`src/rtl/ser_word_collector_if.sv`:
```
// ----------------------------------------------------------------------------
// ser_word_collector_if
//   Bundles the serial input stream, the parallel word handshake and the
//   status outputs of ser_word_collector.
//
//   Signals
//     clk_en        one-cycle advance pulse
//     ser_in        serial data bit
//     ser_in_valid  serial data qualifier
//     par_ack       consumer accepts par_out this cycle
//     par_out       last completed word, MSB = first bit received
//     par_valid     par_out holds an unconsumed word
//     bit_cnt       bits collected in the current partial word
//     overrun       sticky: a completed word was dropped
//     busy          collector is in the middle of a word
//
//   Modports
//     master  drives the stream and the ack, observes the outputs
//     slave   the collector itself
// ----------------------------------------------------------------------------
interface ser_word_collector_if #(
    parameter int WIDTH = 8
);
    logic             clk_en;
    logic             ser_in;
    logic             ser_in_valid;
    logic             par_ack;
    logic [WIDTH-1:0] par_out;
    logic             par_valid;
    logic [3:0]       bit_cnt;
    logic             overrun;
    logic             busy;

    modport master (
        output clk_en, ser_in, ser_in_valid, par_ack,
        input  par_out, par_valid, bit_cnt, overrun, busy
    );

    modport slave (
        input  clk_en, ser_in, ser_in_valid, par_ack,
        output par_out, par_valid, bit_cnt, overrun, busy
    );
endinterface

```
`src/rtl/ser_word_collector.sv`:
```
// ----------------------------------------------------------------------------
// ser_word_collector
//   Samples a serial bit stream on clk_en pulses (while ser_in_valid is high),
//   assembles MSB-first words of WIDTH bits and offers each completed word on
//   a parallel port with a valid/ack handshake. A completed word that finds
//   the output still occupied (and not being acked) is dropped and raises a
//   sticky overrun flag.
//
//   Ports
//     clk   system clock, all state changes on posedge
//     rst   synchronous, active-high reset; clears every register
//     bus   ser_word_collector_if.slave (stream in, word out, status)
//
//   Parameters
//     WIDTH  bits per word, 2..15 (bit_cnt is 4 bits wide)
// ----------------------------------------------------------------------------
module ser_word_collector #(
    parameter int WIDTH = 8
) (
    input  logic                  clk,
    input  logic                  rst,
    ser_word_collector_if.slave   bus
);

    typedef enum logic {
        IDLE    = 1'b0,
        COLLECT = 1'b1
    } state_t;

    localparam logic [3:0] LAST_BIT = 4'(WIDTH - 1);

    state_t           state_q,     state_d;
    logic [3:0]       bit_cnt_q,   bit_cnt_d;
    // Only WIDTH-1 history bits are kept; the newest bit completes the word.
    logic [WIDTH-2:0] sreg_q,      sreg_d;
    logic [WIDTH-1:0] par_out_q,   par_out_d;
    logic             par_valid_q, par_valid_d;
    logic             overrun_q,   overrun_d;

    logic             sample;
    logic             word_done;
    logic [WIDTH-1:0] shifted;

    assign sample  = bus.clk_en & bus.ser_in_valid;
    assign shifted = {sreg_q, bus.ser_in};

    always_comb begin
        state_d     = state_q;
        bit_cnt_d   = bit_cnt_q;
        sreg_d      = sreg_q;
        word_done   = 1'b0;

        if (sample) begin
            sreg_d = shifted[WIDTH-2:0];
        end

        unique case (state_q)
            IDLE: begin
                if (sample) begin
                    state_d   = COLLECT;
                    bit_cnt_d = 4'd1;
                end
            end
            COLLECT: begin
                if (bus.clk_en) begin
                    if (!bus.ser_in_valid) begin
                        // Abort: the partial word is simply forgotten.
                        state_d   = IDLE;
                        bit_cnt_d = 4'd0;
                    end else if (bit_cnt_q == LAST_BIT) begin
                        word_done = 1'b1;
                        state_d   = IDLE;
                        bit_cnt_d = 4'd0;
                    end else begin
                        bit_cnt_d = bit_cnt_q + 4'd1;
                    end
                end
            end
            default: begin
                state_d   = IDLE;
                bit_cnt_d = 4'd0;
            end
        endcase

        // Handshake: an ack frees the slot in the same edge a new word may
        // claim it, so completion plus ack loads without overrun.
        par_out_d   = par_out_q;
        par_valid_d = par_valid_q & ~bus.par_ack;
        overrun_d   = overrun_q;
        if (word_done) begin
            if (par_valid_q && !bus.par_ack) begin
                overrun_d = 1'b1;
            end else begin
                par_out_d   = shifted;
                par_valid_d = 1'b1;
            end
        end
    end

    always_ff @(posedge clk) begin
        if (rst) begin
            state_q     <= IDLE;
            bit_cnt_q   <= 4'd0;
            sreg_q      <= '0;
            par_out_q   <= '0;
            par_valid_q <= 1'b0;
            overrun_q   <= 1'b0;
        end else begin
            state_q     <= state_d;
            bit_cnt_q   <= bit_cnt_d;
            sreg_q      <= sreg_d;
            par_out_q   <= par_out_d;
            par_valid_q <= par_valid_d;
            overrun_q   <= overrun_d;
        end
    end

    assign bus.par_out   = par_out_q;
    assign bus.par_valid = par_valid_q;
    assign bus.bit_cnt   = bit_cnt_q;
    assign bus.overrun   = overrun_q;
    assign bus.busy      = (state_q == COLLECT);

endmodule

```
`src/flat_wrapper.sv`:
```
// flat-port wrapper written by rule: the top's interface ports become plain ports
module ser_word_collector_flat 
#(
    parameter int WIDTH = 8
)
  (clk, rst, bus_clk_en, bus_ser_in, bus_ser_in_valid, bus_par_ack, bus_par_out, bus_par_valid, bus_bit_cnt, bus_overrun, bus_busy);
  ser_word_collector_if #(.WIDTH(WIDTH)) bus_i ();
  input  logic clk;
  input  logic rst;
  input wire logic [$bits(bus_i.clk_en)-1:0] bus_clk_en;
  input wire logic [$bits(bus_i.ser_in)-1:0] bus_ser_in;
  input wire logic [$bits(bus_i.ser_in_valid)-1:0] bus_ser_in_valid;
  input wire logic [$bits(bus_i.par_ack)-1:0] bus_par_ack;
  output wire logic [$bits(bus_i.par_out)-1:0] bus_par_out;
  output wire logic [$bits(bus_i.par_valid)-1:0] bus_par_valid;
  output wire logic [$bits(bus_i.bit_cnt)-1:0] bus_bit_cnt;
  output wire logic [$bits(bus_i.overrun)-1:0] bus_overrun;
  output wire logic [$bits(bus_i.busy)-1:0] bus_busy;
  assign bus_i.clk_en = bus_clk_en;
  assign bus_i.ser_in = bus_ser_in;
  assign bus_i.ser_in_valid = bus_ser_in_valid;
  assign bus_i.par_ack = bus_par_ack;
  assign bus_par_out = bus_i.par_out;
  assign bus_par_valid = bus_i.par_valid;
  assign bus_bit_cnt = bus_i.bit_cnt;
  assign bus_overrun = bus_i.overrun;
  assign bus_busy = bus_i.busy;
  ser_word_collector #(.WIDTH(WIDTH)) u_core (.clk(clk), .rst(rst), .bus(bus_i));
endmodule
```
`config.mk`:
```
export PLATFORM = sky130hd
export DESIGN_NAME = ser_word_collector_flat
export DESIGN_NICKNAME = d
export VERILOG_FILES = /design/src/rtl/ser_word_collector_if.sv /design/src/rtl/ser_word_collector.sv /design/src/flat_wrapper.sv
export SDC_FILE = /design/constraint.sdc
export NUM_CORES = 1
export LEC_CHECK = 0
export CAP_MARGIN = 30
export CORE_ASPECT_RATIO = 0.9
export CORE_MARGIN = 5
export CORE_UTILIZATION = 30
export CTS_CLUSTER_SIZE = 16
export DETAILED_ROUTE_END_ITERATION = 12
export PLACE_DENSITY = 0.52
export SETUP_SLACK_MARGIN = 0.15
export SYNTH_ARGS = -nofsm -noshare
export SYNTH_HDL_FRONTEND = slang
export SYNTH_SLANG_ARGS = --single-unit
```
`constraint.sdc`:
```
create_clock -name clk -period 2.34 [get_ports clk]
set_input_delay 0.234 -clock clk [delete_from_list [all_inputs] [get_ports clk]]
set_output_delay 0.234 -clock clk [all_outputs]
set_load 0.02 [all_outputs]
```
==> results of run 1 <==
-- metal layers --
| metal | global-route usage (%) | vias up | part of all wire [%] |
|---|---|---|---|
| met2 | 15.2 | 19 | 46 |
| met4 | 5.74 | 0 | 0.91 |
| li1 | - | 398 | - |
| met3 | 2.38 | 2 | 5.3 |
| met5 | 0 | - | 0 |
| met1 | 11.4 | 341 | 48 |
-- path summary, 6_finish.rpt --
path                                            start                     to  depth (start not counted)  slack [ps]
worst max-delay path                  u_core.bus.busy               bus_busy                          1         570
worst min register to register       u_core.sreg_q[3]       u_core.sreg_q[4]                          2         460
worst min-delay path                 u_core.sreg_q[3]       u_core.sreg_q[4]                          2         460
worst max register to register  u_core.bus.bit_cnt[0]  u_core.bus.par_out[3]                          4         710
-- power groups by stage --
| stage | clock network (mW) | registers [mW] | logic (mW) |
|---|---|---|---|
| finish | 0.291 | 0.383 | 0.0461 |
| CTS | 0.301 | 0.383 | 0.0466 |
| global route | 0.317 | 0.384 | 0.0506 |
| detailed placement | 0 | 0.392 | 0.0462 |
| global placement | 0 | 0.392 | 0.0453 |
| floorplan | 0 | 0.392 | 0.0246 |
-- cells in the mapped netlist --
master,number
a41oi_1,1
ha_1,1
and2_2,1
o31ai_1,1
xor2_1,1
o21ai_0,2
nand2_4,1
nor2_1,4
nand3_1,2
o211ai_1,1
clkbuf_1,3
nor3_4,1
nor2b_1,2
a21oi_1,10
nand4_1,1
and3b_1,1
mux2i_1,8
nand2b_1,16
dfxtp_1,22
and2b_2,1
a211oi_1,1
and3b_2,1
a31oi_1,1
nand3b_1,2
nand2_1,17
nand4b_2,1
buf_2,2
-- registers in the layout, summed over array words and instances (netlist names) --
register / count
u_core.sreg_q: 7
u_core.bus.par_out: 8
u_core.bus.busy: 1
u_core.bus.par_valid: 1
u_core.bus.overrun: 1
u_core.bus.bit_cnt: 4
-- logic make-up (layout without fill, tap and decap cells) --
logic type,after synthesis,count (layout)
AND/OR/NAND/NOR,51,51
multiplexers,8,8
flip-flops,22,22
buffers and inverters,5,25
XOR/XNOR,1,1
AO/OA/AOI/OAI,17,17
adder cells (fa/ha/maj),1,1
-- per-stage QoR --
stage          area, µm²  worst slack [ps]  utilization (%)  hold WS [ps]
2_1_floorplan        961               803                -           370
3_3_place_gp        1200               600             39.1           457
3_5_place_dp        1200               530             39.1           458
4_1_cts             1250               546             40.8           471
5_1_grt             1250               510             40.8           508
6_report            1250               573             40.8           463
-- area by class of cell --
| type | count | area share (%) |
|---|---|---|
| flip-flops and latches | 22 | 35.2 |
| clock buffers | 3 | 1.80 |
| multi-input cells | 78 | 39.9 |
| well taps | 42 | 4.20 |
| repair buffers | 21 | 16.6 |
| clock inverters | 1 | 2.40 |
==> results.sh, run 1 <==
export IMPL_path_max_fanout=10
export IMPL_grt_first_pass_wirelength_um=3400
export IMPL_initial_utilization_pct=31.3
export IMPL_power_density_mw_per_mm2=575
export IMPL_vias_per_cell=4.55
export IMPL_grt_pass1_vias=772
export IMPL_start_kind="register"
export IMPL_synthXorXnorAreaFrac_pct=0.911
export IMPL_worst_pin_slew_ps=751
export IMPL_clock_latency_ps=310
export IMPL_swShare_pct=20.5
export IMPL_stdcell_count=167
export IMPL_diodes=0
export IMPL_die_y_um=63.7
export IMPL_port_buffers=20
export IMPL_postCtsSetupBuffers=0
export IMPL_globalplace_congestion=0.664
export IMPL_synth_top_family_by_area="simple AND/OR/NAND/NOR gates"
export IMPL_fin_crit_ps=1770
export IMPL_post_route_period_util_pct=75.5
export IMPL_cts_sinks=22
export IMPL_grt_max_degree=28
export IMPL_cts_hold_buf=0
export IMPL_power_net_switching_uw=148
export IMPL_layout_area_seq_um2=440
export IMPL_cts_root_buf="clkbuf_4"
export IMPL_ys_types=27
export IMPL_syn_to_final_growth_pct=30.3
export IMPL_seqPwrFrac_pct=53.2
export IMPL_slowest_delay_ps=680
export IMPL_grt_overflow_total=0
export IMPL_fmaxAchievable_ghz=0.566
export IMPL_slew_headroom_pct=49.8
export IMPL_synthCells=105
export IMPL_synth_compound_area_share_pct=10.2
export IMPL_synth_top_area_share_pct=45.8
export IMPL_io_pins=21
export IMPL_cts_htree_levels=1
export IMPL_critPathArrivalTime_ps=1530
export IMPL_antenna_found_initial=0
export IMPL_cap_violations=0
export IMPL_drtIter0Drc=48
export IMPL_ant_nets=0
export IMPL_hold_path_class="reg2reg"
export IMPL_ys_ff_latch=22
export IMPL_path_class="reg2out"
export IMPL_rsz0062_at_grt="false"
export IMPL_worst_ir_drop_vdd_v=0.000246
export IMPL_syn_nets=112
export IMPL_clk_pin_slew_ps=130
export IMPL_firstDrtPassIters=4
export IMPL_cts_resized=0
export IMPL_slowest_stage="clkdlybuf4s50_1"
export IMPL_yosys_area_share_simple_pct=31.2
export IMPL_status="completed"
export IMPL_final_hold_violation_count=0
export IMPL_power_frac_comb_pct=6.4
export IMPL_totalWireLength_um=1980
export IMPL_wl_per_cell_um=11.9
export IMPL_setup_tns_ps=0
export IMPL_total_power_uw=720
export IMPL_p_int_uw=573
export IMPL_slew_viol_final=0
export IMPL_synthMuxAreaShare_pct=8.33
export IMPL_p_leak_nw=0.422
export IMPL_syn_area_um2=961
export IMPL_setup_viol=0
export IMPL_yosysWarningCount=0
export IMPL_nNetsFinal=133
export IMPL_die_area_mm2=0.00444
export IMPL_core_mm2=0.00307
export IMPL_dp_hpwl_um=1350
export IMPL_track_usage_pct=9.49
export IMPL_cp_top_family="buffers and inverters"
export IMPL_drive_gt1_share_pct=8.80
export IMPL_final_common_cell="dfxtp_1"
export IMPL_skew_ps=7.78
export IMPL_syn_area_per_cell_um2=9.15
export IMPL_clockPowerShare_pct=40.4
export IMPL_timing_critical_path_cells="clkdlybuf4s50_1"
export IMPL_placedCellCount=163
export IMPL_ys_seq_area_share_pct=45.8
export IMPL_required_ps=2110
export IMPL_fillers=303
export IMPL_mostFrequentLayoutCells="dfxtp_1 (22), clkdlybuf4s50_1 (20), nand2_1 (17), nand2b_1 (16), a21oi_1 (10)"
export IMPL_fp_dieW_um=69.7
export IMPL_drc=0
export IMPL_critPathBufInv=1
export IMPL_placementRows=19
export IMPL_clk_path_buf_depth=2
export IMPL_vias=760
export IMPL_synthAdderAreaFrac_pct=1.30
export IMPL_cts_made_buffers=3
export IMPL_cts_tree="done"
export IMPL_multi_input_area_um2=499
export IMPL_synth_top_area_cell="dfxtp_1"
export IMPL_synthTopCellsByArea="dfxtp_1 (46%), nand2b_1 (10%), mux2i_1 (8.3%), nand2_1 (6.6%), a21oi_1 (5.2%)"
export IMPL_cp_end_kind="output pin"
Power figures use the tool's default switching activity.
==> inputs of run 2 (changes only) <==
--- a/config.mk
+++ b/config.mk
@@ -11,7 +11,7 @@
 export CORE_UTILIZATION = 30
 export CTS_CLUSTER_SIZE = 16
 export DETAILED_ROUTE_END_ITERATION = 12
-export PLACE_DENSITY = 0.52
+export PLACE_DENSITY = 0.54
 export SETUP_SLACK_MARGIN = 0.15
 export SYNTH_ARGS = -nofsm -noshare
 export SYNTH_HDL_FRONTEND = slang
==> constraint.sdc (replaced) <==
create_clock -name clk -period 1.6 [get_ports clk]
set_input_delay 0.16 -clock clk [delete_from_list [all_inputs] [get_ports clk]]
set_output_delay 0.16 -clock clk [all_outputs]
set_load 0.02 [all_outputs]
==> results.sh, run 2 (synthesis gave the netlist of run 1 again) <==
export IMPL_grt_pass1_vias=707
export IMPL_diodes=0
export IMPL_drive_gt1_share_pct=12.7
export IMPL_design_area_mm2=0.00131
export IMPL_power_net_switching_uw=211
export IMPL_clock_latency_ps=300
export IMPL_globalplace_congestion=0.720
export IMPL_die_area_mm2=0.00444
export IMPL_place_area_mm2=0.00123
export IMPL_clk_pin_slew_ps=120
export IMPL_critPathBufInv=1
export IMPL_placementRows=19
export IMPL_drtIter0Drc=22
export IMPL_totalWireLength_um=1860
export IMPL_initial_utilization_pct=31.3
export IMPL_port_buffers=20
export IMPL_syn_to_final_growth_pct=36.2
export IMPL_vias=748
export IMPL_clockPowerShare_pct=36.4
export IMPL_fp_dieW_um=69.7
export IMPL_post_route_period_util_pct=82.0
export IMPL_slowest_stage="dfxtp_1"
export IMPL_post_place_ws_ps=85.8
export IMPL_skew_ps=4.53
export IMPL_clk_path_buf_depth=2
export IMPL_fmaxAchievable_ghz=0.762
export IMPL_r2r_setup_slack_ps=310
export IMPL_path_class="reg2out"
export IMPL_track_usage_pct=8.59
export IMPL_wl_per_cell_um=11.1
export IMPL_cts_root_buf="clkbuf_4"
export IMPL_cts_hold_buf=0
export IMPL_setup_viol=0
export IMPL_total_power_uw=984
export IMPL_cts_htree_levels=1
export IMPL_io_pins=21
export IMPL_slew_headroom_pct=77.0
export IMPL_timing_critical_path_cells="dlygate4sd2_1"
export IMPL_nNetsFinal=134
export IMPL_worst_ir_drop_vdd_v=0.000264
export IMPL_core_mm2=0.00307
export IMPL_slowest_delay_ps=480
export IMPL_grt_first_pass_wirelength_um=3150
export IMPL_largest_reg_flops=8
export IMPL_mostFrequentLayoutCells="dfxtp_1 (19), nand2_1 (17), nand2b_1 (16), dlymetal6s2s_1 (11), a21oi_1 (10)"
export IMPL_status="completed"
export IMPL_holdWs_ps=453
export IMPL_vias_per_cell=4.45
export IMPL_seqPwrFrac_pct=57.0
export IMPL_required_ps=1440
export IMPL_grt_overflow_total=0
export IMPL_die_y_um=63.7
export IMPL_cts_tree="done"
export IMPL_final_core_util_pct=42.7
export IMPL_fin_crit_ps=1310
export IMPL_cts_sinks=22
export IMPL_hold_path_class="in2reg"
export IMPL_path_max_fanout=8
export IMPL_final_common_cell="dfxtp_1"
export IMPL_swShare_pct=21.4
export IMPL_cp_end_kind="output pin"
export IMPL_p_int_uw=774
export IMPL_dp_hpwl_um=1270
export IMPL_setup_ws_ps=288
export IMPL_stdcell_count=168
export IMPL_cp_top_family="flip-flops"
export IMPL_cap_violations=0
export IMPL_critPathArrivalTime_ps=1150
export IMPL_firstDrtPassIters=4
export IMPL_final_hold_violation_count=0
export IMPL_setup_tns_ps=0
export IMPL_power_density_mw_per_mm2=752
export IMPL_power_frac_comb_pct=6.5
export IMPL_p_leak_nw=0.649
export IMPL_slew_viol_final=0
export IMPL_rsz0062_at_grt="false"
export IMPL_worst_pin_slew_ps=341
export IMPL_drc=0
export IMPL_cts_made_buffers=3
export IMPL_start_kind="register"
export IMPL_antenna_found_initial=0
export IMPL_grt_max_degree=32
export IMPL_placedCellCount=164
export IMPL_ant_nets=0
run 2: changes by cell type in the layout (fill, tap and decap cells not counted), sizes merged:
cell           change
buf                +1
bufinv             -1
clkbuf             +1
clkdlybuf4s50     -15
dlygate4sd2        +4
dlymetal6s2s      +11
run 2: area by class of cell:
type / count / area (µm²)
sequential: 22 / 447
tap: 42 / 52.6
fill: 302 / 1760
clock buffer: 4 / 47.5
timing repair buffer: 22 / 250
multi-input combinational: 78 / 512
run 2: final timing paths:
| check | startpoint | endpoint | cells past startpoint |
|---|---|---|---|
| max | u_core.bus.bit_cnt[2] | bus_bit_cnt[2] | 1 |
| min | bus_ser_in | u_core.sreg_q[0] | 3 |
| max reg2reg | u_core.bus.bit_cnt[0] | u_core.bus.par_out[7] | 5 |
| min reg2reg | u_core.bus.par_out[5] | u_core.bus.par_out[5] | 2 |
run 2: routing by layer:
layer | part of all wire (%) | global-route usage, % | routed length, µm | vias to the layer above
li1 | - | - | - | 399
met1 | 51 | 11.6 | 949 | 333
met2 | 44 | 12.6 | 819 | 14
met3 | 3.4 | 1.75 | 63 | 2
met4 | 1.5 | 5.02 | 27 | 0
met5 | 0 | 0 | 0 | -
run 2: power groups by stage:
stage / registers [mW] / clock network (mW) / logic [mW]
floorplan: 0.573 / 0 / 0.0367
global placement: 0.572 / 0 / 0.0652
detailed placement: 0.572 / 0 / 0.0661
CTS: 0.560 / 0.374 / 0.0648
global route: 0.563 / 0.399 / 0.0716
finish: 0.561 / 0.358 / 0.0643
run 2: what timing repair did:
item | CTS | global route
pin swaps | 0 | 1
endpoints found under the setup margin | 5 | 18
setup buffers | 0 | 0
gates resized for setup | 5 | 12
